--- src/rtl/fetch_pc_if.sv ---
// rtl/fetch_pc_if.sv - fetch-stage PC control bundle between pipeline/hazard logic and fetch_pc
interface fetch_pc_if;
    logic        stall;
    logic [31:0] instr_d;
    logic [31:0] pc_d;
    logic        cmp_jump;
    logic [31:0] rs_d;
    logic        exc_req;
    logic        eret_req;
    logic [31:0] epc;
    logic [31:0] pc_f;
    logic        fetch_valid;
    logic [31:0] link_addr;
    logic        adel_f;
    logic        flush_d;

    modport master (
        output stall, instr_d, pc_d, cmp_jump, rs_d, exc_req, eret_req, epc,
        input  pc_f, fetch_valid, link_addr, adel_f, flush_d
    );

    modport slave (
        input  stall, instr_d, pc_d, cmp_jump, rs_d, exc_req, eret_req, epc,
        output pc_f, fetch_valid, link_addr, adel_f, flush_d
    );
endinterface

--- src/rtl/fetch_pc.sv ---
// rtl/fetch_pc.sv - fetch PC sequencer with D-stage branch/jump resolution; DELAY_SLOT_EN keeps delay slots (no D flush)
module fetch_pc (
    input  logic       clk,
    input  logic       reset,
    fetch_pc_if.slave  fp
);
    localparam logic [31:0] RESET_PC   = 32'h0000_3000;
    localparam logic [31:0] EXC_VECTOR = 32'h0000_4180;
    localparam logic [31:0] TEXT_LO    = 32'h0000_3000;
    localparam logic [31:0] TEXT_HI    = 32'h0000_6FFC;

    typedef enum logic [1:0] {S_RST, S_RUN, S_HOLD} state_t;

    state_t      state;
    logic [31:0] pc_q;
    logic        fetch_valid_q;

    logic [5:0]  opcode;
    logic [4:0]  rt;
    logic [5:0]  func;
    logic [15:0] imm;
    logic        is_branch, is_j, is_jal, is_jr, is_jalr;
    logic        redirect;
    logic [31:0] pc_plus4_d;
    logic [31:0] branch_target;
    logic [31:0] jump_target;
    logic [31:0] redirect_target;
    logic [31:0] next_pc;
    logic        trap;

    assign opcode = fp.instr_d[31:26];
    assign rt     = fp.instr_d[20:16];
    assign func   = fp.instr_d[5:0];
    assign imm    = fp.instr_d[15:0];

    always_comb begin
        is_branch = (opcode >= 6'h04 && opcode <= 6'h07) ||
                    (opcode == 6'h01 && (rt == 5'h00 || rt == 5'h01));
        is_j      = (opcode == 6'h02);
        is_jal    = (opcode == 6'h03);
        is_jr     = (opcode == 6'h00) && (func == 6'h08);
        is_jalr   = (opcode == 6'h00) && (func == 6'h09);
        redirect  = (is_branch && fp.cmp_jump) || is_j || is_jal || is_jr || is_jalr;
    end

    assign pc_plus4_d    = fp.pc_d + 32'd4;
    assign branch_target = pc_plus4_d + {{14{imm[15]}}, imm, 2'b00};
    assign jump_target   = {pc_plus4_d[31:28], fp.instr_d[25:0], 2'b00};

    always_comb begin
        redirect_target = branch_target;
        if (is_j || is_jal)
            redirect_target = jump_target;
        else if (is_jr || is_jalr)
            redirect_target = fp.rs_d;
    end

    // Trap returns and traps outrank the hazard hold; eret beats a coincident exception.
    assign trap = fp.eret_req || fp.exc_req;

    always_comb begin
        next_pc = pc_q + 32'd4;
        if (fp.eret_req)
            next_pc = fp.epc;
        else if (fp.exc_req)
            next_pc = EXC_VECTOR;
        else if (fp.stall)
            next_pc = pc_q;
        else if (redirect)
            next_pc = redirect_target;
    end

    always_ff @(posedge clk) begin
        if (reset) begin
            state         <= S_RST;
            pc_q          <= RESET_PC;
            fetch_valid_q <= 1'b0;
        end else begin
            pc_q          <= next_pc;
            fetch_valid_q <= 1'b1;
            case (state)
                S_RST:   state <= S_RUN;
                S_RUN:   state <= (fp.stall && !trap) ? S_HOLD : S_RUN;
                S_HOLD:  state <= (!fp.stall || trap) ? S_RUN : S_HOLD;
                default: state <= S_RST;
            endcase
        end
    end

    assign fp.pc_f        = pc_q;
    assign fp.fetch_valid = fetch_valid_q;
    assign fp.link_addr   = fp.pc_d + 32'd8;
    assign fp.adel_f      = (pc_q[1:0] != 2'b00) || (pc_q < TEXT_LO) || (pc_q > TEXT_HI);

`ifdef DELAY_SLOT_EN
    assign fp.flush_d = 1'b0;
`else
    // The sequential fetch behind a taken redirect is wrong-path; squash it as it lands in D.
    assign fp.flush_d = redirect && !fp.stall && !reset;
`endif

endmodule

--- src/flat_wrapper.sv ---
// flat-port wrapper written by rule: the top's interface ports become plain ports
module fetch_pc_flat 
  (clk, reset, fp_stall, fp_instr_d, fp_pc_d, fp_cmp_jump, fp_rs_d, fp_exc_req, fp_eret_req, fp_epc, fp_pc_f, fp_fetch_valid, fp_link_addr, fp_adel_f, fp_flush_d);
  fetch_pc_if fp_i ();
  input  logic clk;
  input  logic reset;
  input wire logic [$bits(fp_i.stall)-1:0] fp_stall;
  input wire logic [$bits(fp_i.instr_d)-1:0] fp_instr_d;
  input wire logic [$bits(fp_i.pc_d)-1:0] fp_pc_d;
  input wire logic [$bits(fp_i.cmp_jump)-1:0] fp_cmp_jump;
  input wire logic [$bits(fp_i.rs_d)-1:0] fp_rs_d;
  input wire logic [$bits(fp_i.exc_req)-1:0] fp_exc_req;
  input wire logic [$bits(fp_i.eret_req)-1:0] fp_eret_req;
  input wire logic [$bits(fp_i.epc)-1:0] fp_epc;
  output wire logic [$bits(fp_i.pc_f)-1:0] fp_pc_f;
  output wire logic [$bits(fp_i.fetch_valid)-1:0] fp_fetch_valid;
  output wire logic [$bits(fp_i.link_addr)-1:0] fp_link_addr;
  output wire logic [$bits(fp_i.adel_f)-1:0] fp_adel_f;
  output wire logic [$bits(fp_i.flush_d)-1:0] fp_flush_d;
  assign fp_i.stall = fp_stall;
  assign fp_i.instr_d = fp_instr_d;
  assign fp_i.pc_d = fp_pc_d;
  assign fp_i.cmp_jump = fp_cmp_jump;
  assign fp_i.rs_d = fp_rs_d;
  assign fp_i.exc_req = fp_exc_req;
  assign fp_i.eret_req = fp_eret_req;
  assign fp_i.epc = fp_epc;
  assign fp_pc_f = fp_i.pc_f;
  assign fp_fetch_valid = fp_i.fetch_valid;
  assign fp_link_addr = fp_i.link_addr;
  assign fp_adel_f = fp_i.adel_f;
  assign fp_flush_d = fp_i.flush_d;
  fetch_pc u_core (.clk(clk), .reset(reset), .fp(fp_i));
endmodule
--- config.mk ---
export PLATFORM = sky130hd
export DESIGN_NAME = fetch_pc_flat
export DESIGN_NICKNAME = d
export VERILOG_FILES = /design/src/rtl/fetch_pc_if.sv /design/src/rtl/fetch_pc.sv /design/src/flat_wrapper.sv
export SDC_FILE = /design/constraint.sdc
export NUM_CORES = 1
export LEC_CHECK = 0
export BUFFER_PORTS_ARGS = -buffer_cell sky130_fd_sc_hd__buf_2
export CAP_MARGIN = 10
export CORE_MARGIN = 2
export CORE_UTILIZATION = 30
export CTS_CLUSTER_SIZE = 20
export DETAILED_ROUTE_END_ITERATION = 7
export REMOVE_ABC_BUFFERS = 1
export SLEW_MARGIN = 10
export SYNTH_ARGS = -nofsm -noshare
export SYNTH_HDL_FRONTEND = slang
export SYNTH_SLANG_ARGS = --single-unit
--- constraint.sdc ---
create_clock -name clk -period 5.09 [get_ports clk]
set_clock_uncertainty 0.1 [all_clocks]
set_input_delay 1.018 -clock clk [delete_from_list [all_inputs] [get_ports clk]]
set_output_delay 1.018 -clock clk [all_outputs]
set_load 0.005 [all_outputs]
==> results of run 1 <==
[final cells by class]
cell class | count | area [um^2] | area share (%)
Inverter | 21 | 78.8 | 1.16
Timing Repair Buffer | 211 | 1080 | 15.9
Multi-Input combinational cell | 681 | 4550 | 66.9
Tap cell | 229 | 287 | 4.21
Clock buffer | 7 | 143 | 2.10
Sequential cell | 33 | 661 | 9.71
[critical path: stages]
cell	delay (ns)
buf_2	0.14
ha_1	0.23
and4_4	0.25
nand2_1	0.09
nor2_1	0.26
and3_1	0.25
nand2_1	0.07
xnor2_1	0.13
ha_1	0.37
nand2_1	0.09
o21ai_1	0.10
or2_2	0.33
nand2b_1	0.16
o221ai_2	0.23
o22ai_1	0.15
mux2_2	0.29
o21a_1	0.16
[worst min path at each step]
stage,startpoint,end
global route,u_core.fp.pc_f[7],u_core.fp.pc_f[7]
finish,u_core.fp.pc_f[11],u_core.fp.pc_f[11]
floorplan,u_core.fp.pc_f[7],u_core.fp.pc_f[7]
global placement,u_core.fp.pc_f[11],u_core.fp.pc_f[11]
detailed placement,u_core.fp.pc_f[11],u_core.fp.pc_f[11]
CTS,u_core.fp.pc_f[11],u_core.fp.pc_f[11]
[power breakdown]
group	leakage, uW	switching [uW]	internal (uW)
logic	0.00255	290	217
clock network	0.0000700	113	192
registers	0.000273	34.4	277
[placed cells by master, fill, tap and decap left out, types with 13 or more instances in the layout]
master,n
buf_2,200
nand2_1,78
nor2_1,77
xnor2_1,65
a21oi_1,49
nand3_1,41
o21ai_0,39
xor2_1,36
ha_1,36
dfxtp_1,33
inv_1,21
nand4_1,20
nor3_1,20
o221ai_1,20
a211oi_1,16
and3_1,14
nor4_1,13
o211ai_1,13
[layer usage]
layer  wire length (um)  share of wire, %
met5                  0                 0
met4                564               2.6
met3               1400               6.5
met1              10200                47
met2               9400                44
[cells by family after synthesis]
logic type,count (synthesis),share of synthesized area (%)
xor gates and xnor gates,103,16.5
AOI/OAI and AO/OA,222,27.1
and+or+nand+nor,317,29.4
adders and majority gates,37,8.46
DFF,33,11.9
buffers and inverters,65,6.27
muxes,2,0.382
[registers in the layout, indices dropped and copies added (netlist names)]
register / flops
u_core.fp.pc_f: 32
u_core.fp.fetch_valid: 1
[metrics by stage]
stage | cell area [um^2] | util [%] | hold WS (ns)
2_1_floorplan | 5290 | - | 0.411
3_3_place_gp | 6660 | 36.8 | 0.427
3_5_place_dp | 6660 | 36.8 | 0.430
4_1_cts | 6810 | 37.6 | 0.442
5_1_grt | 6810 | 37.6 | 0.484
6_report | 6810 | 37.6 | 0.447
==> metrics.txt, run 1 <==
Worst-Margin Slew 0.942 ns; Setup Buffers After CTS 0; antenna-violating nets left 0; width of the die 140 um; Worst Hold Class flop to flop; Ports 201; First DRT Iteration DRCs 516; Total Die Area 0.0197 mm^2; setup TNS 0 ns; Post-CTS Resized 0; fraction of layout cells with a size suffix above 1 26.1%; fin crit share 83.3%; Clock Sinks 33; Initial DRT Pass Iterations 5; # setup viols final 0; R2R setup slack 2.51 ns; synth warn 0; Post-route DRC 0; FP Rows 49; Critical Path End u_core.fp.pc_f[31]; Post-synth ARST share 0%; syn avg cell area 7.14 um^2; Port-buffer cells 200; Peak VDD IR 0.113 mV; outcome complete, no violations; # hold bufs at CTS 0; core area 0.0181 mm^2; Synth area leaders dfxtp_1, xnor2_1, ha_1, xor2_1, nand2_1; routed len/inst 18.3 um; pwr/cell area 165 mW/mm^2; gr busiest metal met2; RSZ-0062 raised after global routing false; DP Wirelength 17.4 mm; FF-to-FF End u_core.fp.pc_f[26]; crit path from fp_pc_d[4]; Final Net Count 1,124; post-route minimum period 4.24 ns; grt ovf 0; CP endpoint kind flop; met1 usage 30.6%; gpl congestion 0.903; Final Max Tran Viols 0; total power 1120 uW; number of global-route vias before repair 6,149; CTS Buffer Depth 2; most frequent cell after synthesis nand2_1; Yosys reg bits 33; GRT Total Usage 21.2%; Die H 140 um; fmax 236 MHz; final WL 21.6 mm; clk root buf clkbuf_16; cell count after synthesis 779; final cell count without fillers 1,182; Inst Count DP 1,175; cell taking the most area after synthesis dfxtp_1; dpl ws 0.547 ns; hold path depth 2; first-pass GRT wire length 33.5 mm; Critical Path Start Type primary input; Top FF cell, synth dfxtp_1; CP required 5.17 ns; GRT met2 Usage 33.4%; CTS Buf Count 5; worst setup margin 0.851 ns; Yosys top cell area share 11.9%; LEAKAGE 0.00289 uW; Cell variety after synth 76; Area growth syn-to-layout 22.3%; Crit Path Max Fanout 7; pin count of the biggest net entering global routing 32; CP Class primary input to flop; initial antenna violation count 1; final hold vios 0; clk_lat worst skew 0.28 ns; Netlist Area Pre-Place 0.00556 mm^2; Post-synth EDFFs 0; CTS tree yes; GRT met3 Usage 2.09%; Reg2Reg Depth 9; Worst Path Arrival 4.31 ns; number of diodes 0; H-tree Lvls 2; sequential area share after synthesis 11.9%; via count 6,479; slew margin rel. 37.1%; RR Startpoint u_core.fp.pc_f[2]; max cap viols 0; Initial Utilization 30.8%; Worst-path clk slew 0.05 ns; vias per std cell 5.48; synth cell count leaders nand2_1, nor2_1, xnor2_1, a21oi_1, nand3_1; Fillers 1,983
(Power assumes the default switching activity.)
==> run 2: changes to the inputs <==
==> constraint.sdc (replaced) <==
create_clock -name clk -period 3.9 [get_ports clk]
set_clock_uncertainty 0.1 [all_clocks]
set_input_delay 0.78 -clock clk [delete_from_list [all_inputs] [get_ports clk]]
set_output_delay 0.78 -clock clk [all_outputs]
set_load 0.005 [all_outputs]
==> metrics.txt, run 2 (synthesis gave the netlist of run 1 again) <==
gpl congestion 0.904; R2R setup slack 1.32 ns; Flop pwr share 26.1%; dpl ws -0.147 ns; Area growth syn-to-layout 36.6%; # setup viols final 0; # hold bufs at CTS 0; grt ovf 0; Reg2Reg Depth 9; CTS Buffer Depth 2; worst path cell trace buf_2, buf_4, ha_2, nand3_2, nor3_4, xor2_1, ha_1, a211o_1, a31oi_2, a2bb2oi_2, nand2_2, o21a_1, o211a_1, o31a_1, a211oi_2; CTS Buf Count 5; clk root buf clkbuf_16; Clk pwr share 24.9%; Peak VDD IR 0.167 mV; CP peak stage delay 0.34 ns; sw frac 38.6%; H-tree Lvls 2; Worst Path Arrival 3.81 ns; FP Rows 49; Worst Hold Class flop to flop; routed len/inst 17.5 um; most frequent cells in the layout buf_2, buf_4, nand2_1, nor2_1, xnor2_1; Int Pwr 955 uW; Initial DRT Pass Iterations 5; post-route minimum period 3.70 ns; utilization after layout 42.0%; Post-route DRC 0; Ports 201; fin crit share 94.9%; worst setup margin 0.198 ns; First DRT Iteration DRCs 511; Clock Sinks 33; Final Net Count 1,216; final hold vios 0; Final Max Tran Viols 0; commonest non-fill, non-tap cell in the layout buf_2; CP required 4.00 ns; core area 0.0181 mm^2; gr busiest metal met2; vias per std cell 5.39; GRT met3 Usage 2.19%; antenna-violating nets left 0; Critical Path Start Type primary input; hold path depth 2; GRT met2 Usage 33.8%; GRT Total Usage 21.4%; outcome complete, no violations; first-pass GRT wire length 33.8 mm; Largest register FFs 32; via count 6,881; CP max-delay cell nor3_4; initial antenna violation count 1; fraction of layout cells with a size suffix above 1 34.2%; pwr/cell area 205 mW/mm^2; Fillers 1,882; total power 1560 uW; pin count of the biggest net entering global routing 31; clk_lat worst skew 0.28 ns; max cap viols 0; Initial Utilization 30.8%; CTS tree yes; CP endpoint kind flop; width of the die 140 um; met1 usage 30.6%; number of global-route vias before repair 6,277; Die H 140 um; switching power total 601 uW; WP buf/inv 2; LEAKAGE 0.00336 uW; Worst-Margin Slew 0.607 ns; WP depth 15; Port-buffer cells 200; Crit path max-delay family compound AO/OA/AOI/OAI gates; CP Class primary input to flop; final WL 22.4 mm; Comb power frac 48.9%; Crit Path Max Fanout 5; DP Wirelength 18.3 mm; Total Die Area 0.0197 mm^2; slew margin rel. 59.2%; Worst-path clk slew 0.06 ns; fmax 270 MHz
[run 2: cell types whose count changed in the layout (fill, tap and decap cells not counted), sizes merged]
cell,previous run,this run
buf,211,303
clkinvlp,0,1
diode,0,1
[run 2: stage by stage]
stage	area [um^2]	hold WS, ns	instances	setup TNS, ns
CTS	7480	0.442	1273	0
finish	7600	0.448	1276	0
global placement	7340	0.433	1265	-0.319
detailed placement	7340	0.432	1265	-0.966
floorplan	5290	0.411	735	0
global route	7600	0.462	1276	-0.00907
[run 2: layout make-up]
type                    count  area, um^2  area share, %
inverters                  21        78.8           1.04
clock buffers               7         133           1.74
diodes                      1        2.50         0.0329
well taps                 229         287           3.77
flip-flops and latches     33         661           8.69
clock inverters             1        7.51         0.0987
repair buffers            303        1770           23.3
multi-input cells         681        4660           61.3
[run 2: metal layers]
metal	up-vias	wire length [um]
li1	3419	-
met1	3162	10600
met2	261	9820
met3	39	1310
met4	0	609
met5	-	0
[run 2: worst min-delay path, stage by stage, from the launching register on]
cell	delay (ns)
dfxtp_1	0.34
nor2_1	0.11
nor3_1	0.05
[run 2: worst paths after layout]
check	startpoint	to
worst max register to register	u_core.fp.pc_f[2]	u_core.fp.pc_f[26]
worst max-delay path	fp_pc_d[3]	u_core.fp.pc_f[25]
worst min register to register	u_core.fp.pc_f[11]	u_core.fp.pc_f[11]
worst min-delay path	u_core.fp.pc_f[11]	u_core.fp.pc_f[11]
[run 2: what timing repair did]
item	CTS	global route
setup endpoints to repair	0	13
resized for setup	0	20
setup buffers	0	2
[run 2: power groups by stage]
| stage | Clock (uW) | Combinational (uW) | Sequential, uW |
|---|---|---|---|
| 6_report | 388 | 761 | 406 |
| 5_1_grt | 409 | 827 | 410 |
| 4_1_cts | 391 | 735 | 405 |
| 3_5_place_dp | 0 | 731 | 412 |
| 3_3_place_gp | 0 | 727 | 412 |
| 2_1_floorplan | 0 | 378 | 402 |
==> run 3: changes to the inputs <==
--- a/config.mk
+++ b/config.mk
@@ -5,12 +5,13 @@
 export SDC_FILE = /design/constraint.sdc
 export NUM_CORES = 1
 export LEC_CHECK = 0
-export BUFFER_PORTS_ARGS = -buffer_cell sky130_fd_sc_hd__buf_2
+export BUFFER_PORTS_ARGS = -buffer_cell sky130_fd_sc_hd__buf_4
 export CAP_MARGIN = 10
 export CORE_MARGIN = 2
 export CORE_UTILIZATION = 30
-export CTS_CLUSTER_SIZE = 20
+export CTS_CLUSTER_SIZE = 40
 export DETAILED_ROUTE_END_ITERATION = 7
+export PLACE_DENSITY = 0.64
 export REMOVE_ABC_BUFFERS = 1
 export SLEW_MARGIN = 10
 export SYNTH_ARGS = -nofsm -noshare
==> metrics.txt, run 3 (synthesis gave the netlist of run 1 again) <==
outcome complete, no violations; fraction of layout cells with a size suffix above 1 32.9%; Initial Utilization 30.8%; Comb power frac 47.8%; final WL 22.3 mm; WP buf/inv 2; Peak VDD IR 0.142 mV; CP peak stage delay 0.36 ns; FP Rows 49; total power 1680 uW; GRT Total Usage 21.8%; Total Die Area 0.0197 mm^2; Initial DRT Pass Iterations 5; Inst Count DP 1,250; commonest non-fill, non-tap cell in the layout buf_4; final cell count without fillers 1,261; fmax 268 MHz; hold path depth 2; min-delay src u_core.fp.pc_f[11]; CP endpoint kind flop; H-tree Lvls 2; grt ovf 0; RR Startpoint u_core.fp.pc_f[2]; Worst Hold Class flop to flop; switching power total 596 uW; DP Wirelength 18.2 mm; Worst-Margin Slew 0.561 ns; pin count of the biggest net entering global routing 32; Post-route DRC 0; Final Net Count 1,202; R2R setup slack 1.27 ns; Ports 201; routed len/inst 17.7 um; max cap viols 0; # setup viols final 0; width of the die 140 um; fin crit share 95.6%; FF-to-FF End u_core.fp.pc_f[26]; Worst-path clk slew 0.06 ns; final hold vios 0; core area 0.0181 mm^2; Worst Path Arrival 3.80 ns; Flop pwr share 24.3%; post-route minimum period 3.73 ns; most frequent cells in the layout buf_4, nand2_1, nor2_1, xnor2_1, a21oi_1; Worst Hold End u_core.fp.pc_f[11]; CP required 3.98 ns; worst path cell trace buf_4, ha_1, and4_4, nand2_1, nor2_2, buf_4, and3_1, nand2_1, xnor2_1, ha_1, nand2_1, o21ai_2, or2_2, nand2b_4, o221ai_4, o22ai_2, mux2_2, o21a_1; number of global-route vias before repair 6,620; Clk pwr share 28.0%; pwr/cell area 210 mW/mm^2; CTS Buffer Depth 2; Largest register FFs 32; initial antenna violation count 0; LEAKAGE 0.00347 uW; RSZ-0062 raised after global routing false; gpl congestion 0.945; Crit Path Max Fanout 6; Port-buffer cells 200; First DRT Iteration DRCs 500; slew margin rel. 62.5%; clk root buf clkbuf_16; Area growth syn-to-layout 43.7%; CP max-delay cell ha_1; crit path from fp_pc_d[3]; via count 6,814; Reg2Reg Depth 9; Die H 140 um; CTS tree yes; Critical Path Start Type primary input; CP Class primary input to flop; Worst path most repeated cell nand2_1; Int Pwr 1080 uW; number of diodes 0; CTS Buf Count 5; vias per std cell 5.40; antenna-violating nets left 0; Final Max Tran Viols 0; sw frac 35.6%; Clock Sinks 33; Crit path max-delay family simple AND/OR/NAND/NOR gates; first-pass GRT wire length 34.7 mm; clk_lat worst skew 0.28 ns
==> run 3: final cells by class <==
type,instances,area [um^2]
multi-input cells,681,4630
repair buffers,289,2170
well taps,229,287
fillers,1880,10100
inverters,21,78.8
clock inverters,1,30.0
clock buffers,7,143
flip-flops and latches,33,661
==> run 3: layer usage <==
metal  track usage [%]  vias to the layer above  routed length (um)
met5                 0                        -                   0
met4              7.02                        0                 586
met3              1.74                       34                1580
met2              35.7                      283                9830
met1              30.4                     3104               10300
li1                  -                     3393                   -
==> run 3: power by group through the flow <==
stage | clock [uW] | combinational, uW | sequential (uW)
final | 469 | 801 | 407
after global routing | 491 | 869 | 410
after CTS | 473 | 779 | 406
after detailed placement | 0 | 775 | 413
after global placement | 0 | 771 | 413
after floorplan | 0 | 378 | 402
==> run 3: stage by stage <==
| step | hold WS (ns) | worst slack (ns) | utilization, % | area (um^2) | setup TNS [ns] |
|---|---|---|---|---|---|
| detailed placement | 0.437 | -0.214 | 42.7 | 7730 | -0.774 |
| finish | 0.454 | 0.172 | 44.2 | 8000 | 0 |
| CTS | 0.449 | 0.0769 | 43.7 | 7900 | 0 |
| global placement | 0.433 | -0.0810 | 42.7 | 7730 | -0.159 |
| floorplan | 0.411 | 0.100 | - | 5290 | 0 |
| global route | 0.472 | 0.000859 | 44.2 | 8000 | 0 |
==> run 3: what timing repair did <==
item / CTS / global route
setup endpoints to repair: 0 / 12
hold buffers: 0 / 0
gates resized for setup: 0 / 16
buffers inserted: 0 / 3
==> run 3: how the worst max path moves through the flow <==
stage	endpoint	cells after the start
after floorplan	u_core.fp.pc_f[21]	16
after global placement	u_core.fp.pc_f[31]	18
after detailed placement	u_core.fp.pc_f[31]	18
after CTS	u_core.fp.pc_f[31]	18
after global routing	u_core.fp.pc_f[31]	18
final	u_core.fp.pc_f[31]	18
==> run 3: worst register-to-register path, delay by kind of cell (launching register included) <==
kind,cells,cell delay (ns)
xor gates and xnor gates,1,0.17
DFF,1,0.47
buffers and inverters,1,0.10
adders and majority gates,1,0.28
AOI/OAI and AO/OA,3,0.61
and+or+nand+nor,3,0.79
